### config.mk
export PLATFORM = sky130hd
export DESIGN_NAME = dbg_rd_port
export DESIGN_NICKNAME = d
export VERILOG_FILES = /design/src/rtl/dbg_pkg.sv /design/src/rtl/dbg_rr_arb.sv /design/src/rtl/dbg_rd_port.sv
export SDC_FILE = /design/constraint.sdc
export NUM_CORES = 1
export LEC_CHECK = 0
export ABC_AREA = 1
export BUFFER_PORTS_ARGS = -buffer_cell sky130_fd_sc_hd__clkbuf_2
export CORE_MARGIN = 8
export CORE_UTILIZATION = 38
export DETAILED_ROUTE_END_ITERATION = 6
export PLACE_DENSITY = 0.75
export SETUP_SLACK_MARGIN = 0.2
export SLEW_MARGIN = 20
export SYNTH_ARGS = -nofsm -noshare
export SYNTH_HDL_FRONTEND = slang
export SYNTH_SLANG_ARGS = --single-unit
### constraint.sdc
create_clock -name clk -period 1 [get_ports clk]
set_input_delay 0.2 -clock clk [delete_from_list [all_inputs] [get_ports clk]]
set_output_delay 0.2 -clock clk [all_outputs]
set_load 0.02 [all_outputs]
### src/rtl/dbg_pkg.sv
// dbg_pkg: shared state encoding, default parameters and latency-pipeline entry type for dbg_rd_port
package dbg_pkg;
  localparam int ADDR_W_DEF  = 8;
  localparam int DATA_W_DEF  = 16;
  localparam int N_CH_DEF    = 2;
  localparam int MEM_LAT_DEF = 1;
  localparam int LEN_W_DEF   = 2;
  // Channel index width sized for the largest supported channel count (8).
  localparam int CH_W        = 3;
  typedef enum logic {IDLE, BURST} state_t;
  typedef struct packed {
    logic            v;
    logic [CH_W-1:0] ch;
    logic            last;
  } pipe_t;
endpackage

### src/rtl/dbg_rr_arb.sv
// dbg_rr_arb: N_CH round-robin arbiter; one-hot grant plus its index, pointer moves only on advance_i
//   clk, rst    : clock, synchronous active-high reset (channel 0 gets first priority)
//   req_i       : per-channel requests
//   advance_i   : grant was accepted this cycle
//   gnt_o/idx_o : one-hot grant and its binary index
module dbg_rr_arb import dbg_pkg::*; #(
  parameter int N_CH = N_CH_DEF
) (
  input  logic            clk,
  input  logic            rst,
  input  logic [N_CH-1:0] req_i,
  input  logic            advance_i,
  output logic [N_CH-1:0] gnt_o,
  output logic [CH_W-1:0] idx_o
);
  logic [CH_W-1:0] ptr_q, ptr_d;
  // Walk from the farthest candidate to the nearest so the channel right after ptr_q wins.
  always_comb begin
    gnt_o = '0;
    idx_o = '0;
    for (int k = N_CH; k >= 1; k--) begin
      if (req_i[(int'(ptr_q) + k) % N_CH]) begin
        gnt_o = '0;
        gnt_o[(int'(ptr_q) + k) % N_CH] = 1'b1;
        idx_o = CH_W'((int'(ptr_q) + k) % N_CH);
      end
    end
  end
  always_comb ptr_d = advance_i ? idx_o : ptr_q;
  always_ff @(posedge clk)
    if (rst) ptr_q <= CH_W'(N_CH - 1);
    else     ptr_q <= ptr_d;
endmodule

### src/rtl/dbg_rd_port.sv
// dbg_rd_port: arbitrated burst reads of the CPU data memory through its shared read port, CPU first
//   req_valid/req_addr/req_len/req_ready : per-channel burst requests (len = words-1), one-hot grant
//   cpu_busy                             : CPU owns the memory port this cycle, stalls issue
//   mem_rd/mem_addr/mem_rdata            : memory read port, data returns MEM_LAT cycles after mem_rd
//   resp_valid/resp_data/resp_last       : one-hot response, shared data, end-of-burst marker
module dbg_rd_port import dbg_pkg::*; #(
  parameter int ADDR_W  = ADDR_W_DEF,
  parameter int DATA_W  = DATA_W_DEF,
  parameter int N_CH    = N_CH_DEF,
  parameter int MEM_LAT = MEM_LAT_DEF,
  parameter int LEN_W   = LEN_W_DEF
) (
  input  logic                   clk,
  input  logic                   ext_rst,
  input  logic [N_CH-1:0]        req_valid,
  input  logic [N_CH*ADDR_W-1:0] req_addr,
  input  logic [N_CH*LEN_W-1:0]  req_len,
  output logic [N_CH-1:0]        req_ready,
  input  logic                   cpu_busy,
  output logic                   mem_rd,
  output logic [ADDR_W-1:0]      mem_addr,
  input  logic [DATA_W-1:0]      mem_rdata,
  output logic [N_CH-1:0]        resp_valid,
  output logic [DATA_W-1:0]      resp_data,
  output logic                   resp_last
);
  state_t            state_q, state_d;
  logic [ADDR_W-1:0] cur_addr_q, cur_addr_d;
  logic [LEN_W-1:0]  remaining_q, remaining_d;
  logic [CH_W-1:0]   ch_q, ch_d;
  logic [N_CH-1:0]   gnt;
  logic [CH_W-1:0]   gnt_idx;
  logic              grant, issue;
  pipe_t             pipe_q [MEM_LAT];
  pipe_t             tail;
  assign grant = (state_q == IDLE) && |req_valid;
  assign issue = (state_q == BURST) && !cpu_busy;
  dbg_rr_arb #(.N_CH(N_CH)) u_arb (
    .clk       (clk),
    .rst       (ext_rst),
    .req_i     (req_valid),
    .advance_i (grant),
    .gnt_o     (gnt),
    .idx_o     (gnt_idx)
  );
  always_comb begin
    state_d     = state_q;
    cur_addr_d  = cur_addr_q;
    remaining_d = remaining_q;
    ch_d        = ch_q;
    if (grant) begin
      cur_addr_d  = req_addr[int'(gnt_idx)*ADDR_W +: ADDR_W];
      remaining_d = req_len[int'(gnt_idx)*LEN_W +: LEN_W];
      ch_d        = gnt_idx;
      state_d     = BURST;
    end
    if (issue) begin
      cur_addr_d  = cur_addr_q + ADDR_W'(1);
      remaining_d = remaining_q - LEN_W'(1);
      state_d     = (remaining_q == '0) ? IDLE : BURST;
    end
  end
  always_ff @(posedge clk)
    if (ext_rst) begin
      state_q     <= IDLE;
      cur_addr_q  <= '0;
      remaining_q <= '0;
      ch_q        <= '0;
    end else begin
      state_q     <= state_d;
      cur_addr_q  <= cur_addr_d;
      remaining_q <= remaining_d;
      ch_q        <= ch_d;
    end
  // Latency pipeline shifts every cycle; a stall simply inserts an empty slot.
  always_ff @(posedge clk)
    if (ext_rst) begin
      for (int i = 0; i < MEM_LAT; i++) pipe_q[i] <= '0;
    end else begin
      pipe_q[0] <= '{v: issue, ch: ch_q, last: remaining_q == '0};
      for (int i = 1; i < MEM_LAT; i++) pipe_q[i] <= pipe_q[i-1];
    end
  assign tail       = pipe_q[MEM_LAT-1];
  assign req_ready  = grant ? gnt : '0;
  assign mem_rd     = issue;
  assign mem_addr   = cur_addr_q;
  assign resp_valid = tail.v ? N_CH'(1) << tail.ch : '0;
  assign resp_data  = tail.v ? mem_rdata : '0;
  assign resp_last  = tail.v && tail.last;
endmodule

==> results_dict.tcl <==
set metrics [dict create \
    max_stage_delay_ns 0.37 \
    cts_tree "built" \
    drt_wl_total_um 5733 \
    clockBufferDepth 2 \
    ir_drop_mv 0.7275 \
    ys_warn_count 0 \
    slew_headroom 0.7924 \
    fillers 169 \
    synth.distinct_cells 23 \
    cp-end-kind "output port" \
    crit_path_start_kind "register" \
    vias 1729 \
    worstHoldPathType "input pin to register" \
    synth_nets 235 \
    tightest_slew_ns 0.3094 \
    diodes 0 \
    die_h_um 70.62 \
    start_util 0.3839 \
    cts_buffers 3 \
    grt_pass1_vias 1564 \
    synth.top_cell.area_share 0.2826 \
    min_period_ns 1.322 \
    crit_arrival_ns 1.12 \
    cpMaxStageDelayCell "dfxtp_2" \
    slew_viol_final 0 \
    p_sw_frac 0.3874 \
    drc 0 \
    grt_antenna_before_repair 0 \
    finalCritPeriodShare 1.322 \
    netlist_area_mm2 0.001134 \
    powerDensity_mw_per_mm2 966.9 \
    fin_skew_ns 0.006497 \
    synth_area_per_cell_um2 5.904 \
    setup_viol 38 \
    finalHoldViolations 0 \
    dpl_worst_slack_ns -0.1528 \
    final_common_cell "clkbuf_2" \
    leakage_nw 1.384 \
    root_buffer "clkbuf_4" \
    clock_sinks 16 \
    vias_per_cell 5.239 \
    drv_cap 0 \
    overflow 0 \
    cp_cell_sequence "nand2_4 -> nand2_4 -> inv_2 -> nor2_2 -> clkbuf_8" \
    syn_inst 192 \
    die_w_um 70.62 \
    rsz0062_at_grt "yes" \
    grt_max_degree 11 \
    timing.final.ws_setup_ns -0.3221 \
    ios 71 \
    layout.nets 342 \
    tns_ns -8.100 \
    first_iter_violations 42 \
    critical_path.most_common_cell "nand2_4" \
    htreeDepth 1 \
    drive_gt1_frac 0.6734 \
    power.share.clock 0.146 \
    outcome "finished, violations left" \
    die_area_mm2 0.004986 \
    hpwl_um 2940 \
    layout_common_cells "clkbuf_2, buf_8, nand2_1, inv_2, nand2_4" \
    syn2layout_area_growth_pct 122.8 \
    grt_first_pass_wirelength_um 7189 \
    first_pass_iters 4 \
    hold_depth 3 \
    clk_pin_slew_worst_paths_ns 0.10 \
    yosysTopAreaCell "dfxtp_1" \
    routedWlPerCell_um 17.37 \
    port_buffers 70 \
    combPwrFrac 0.528 \
    violations "setup timing" \
    power.switching_mw 0.9462 \
    yosys_register_bits 16 \
    p_seq_frac 0.327 \
    critical_path_class "register to output port" \
    row_count 20 \
    internal_power_mw 1.496 \
    clk-insertion-delay-late_ns 0.29 \
    yosysSeqAreaShare 0.2826 \
    core-area_mm2 0.002953 \
    rr_worst_depth 9 \
    crit_fanout 5 \
    cp.required_ns 0.80 \
    ys_top_cells_by_area "dfxtp_1, nand2_1, inv_1" \
    track_usage 0.1749 \
    antenna_left 0 \
    gp_congestion 0.7984 \
    max_clock_freq_mhz 756.4 \
]
[synth_stat cells]
master    number
buf_4          2
nor2_2         1
o211ai_1       2
clkbuf_1       1
o21ai_2        1
clkinv_1       1
nand2_4        2
a21oi_1       10
o21bai_1       1
dfxtp_1       16
nor2_1        25
or2_2          1
buf_2          1
nand3_1       17
nand2_1       46
o21ai_0       13
buf_6          2
nand3b_1       2
inv_2          1
ha_1           2
o21ai_4        1
nand4_1        2
inv_1         42
[cells by family (layout without fill, tap and decap cells)]
logic type / count (synthesis) / count (layout) / synth area share
and+or+nand+nor: 96 / 97 / 0.3653
buffers and inverters: 50 / 154 / 0.1865
AOI/OAI and AO/OA: 28 / 28 / 0.1435
DFF: 16 / 16 / 0.2826
adders and majority gates: 2 / 2 / 0.02207
[layer usage]
| layer | GRT usage | share of wire | wire length (um) |
|---|---|---|---|
| met4 | 0.03695 | 0.027 | 157 |
| met5 | 0 | 0 | 0 |
| met1 | 0.1923 | 0.37 | 2141 |
| met3 | 0.05226 | 0.072 | 412 |
| met2 | 0.3206 | 0.53 | 3022 |
[through the flow]
step,utilization,std cells,power [mW],hold WS (ns),area [um2]
detailed placement,0.5797,307,1.542,0.4149,1712
CTS,0.7475,323,2.122,0.1570,2207
global route,0.8555,330,2.552,0.1862,2526
floorplan,-,192,1.252,0.2617,1255
finish,0.8555,330,2.443,0.1584,2526
global placement,0.5797,307,1.530,0.4079,1712
[final cells by class]
class                      count  area, um2  share of cell area
clock buffer                   3      22.52            0.008915
inverter                      44      191.4             0.07578
multi-input combinational    127      900.9              0.3566
sequential                    16      347.8              0.1377
tap                           33      41.29             0.01634
timing repair buffer         106       1013              0.4012
timing repair inverter         1      8.758            0.003467
[repair_timing]
| item | CTS | global route |
|---|---|---|
| gates resized for setup | 100 | 85 |
| hold buffers | 0 | 0 |
| cloned | 3 | 1 |
| pin swaps | 10 | 18 |
| buffers inserted | 10 | 6 |
| endpoints found under the setup margin | 44 | 45 |
[flip-flops by register name (all words and copies together), names as in the netlist]
register and flops:
ch_q 1, state_q 1, remaining_q 2, pipe_q 3, u_arb.ptr_q 1, mem_addr 8
[worst max-delay path, delay by kind of cell (launching register included)]
| family | cells | cell delay (ns) |
|---|---|---|
| flops | 1 | 0.37 |
| simple gates | 3 | 0.24 |
| buf+inv | 2 | 0.23 |
[path summary, 6_finish.rpt]
check / startpoint / end / slack (ns)
max: u_arb.ptr_q[0] / req_ready[0] / -0.32
min: req_addr[1] / mem_addr[1] / 0.16
max reg2reg: state_q / mem_addr[3] / -0.26
min reg2reg: ch_q[0] / pipe_q[0][1] / 0.46
[power groups by stage]
stage                     combinational (mW)  sequential (mW)  clock [mW]
final                                   1.29            0.798       0.356
after global placement                 0.739            0.791           0
after CTS                              0.994            0.782       0.346
after detailed placement               0.748            0.794           0
after floorplan                        0.407            0.845           0
after global routing                    1.36            0.804       0.385
Note: power is estimated with default switching activity, not from simulation.
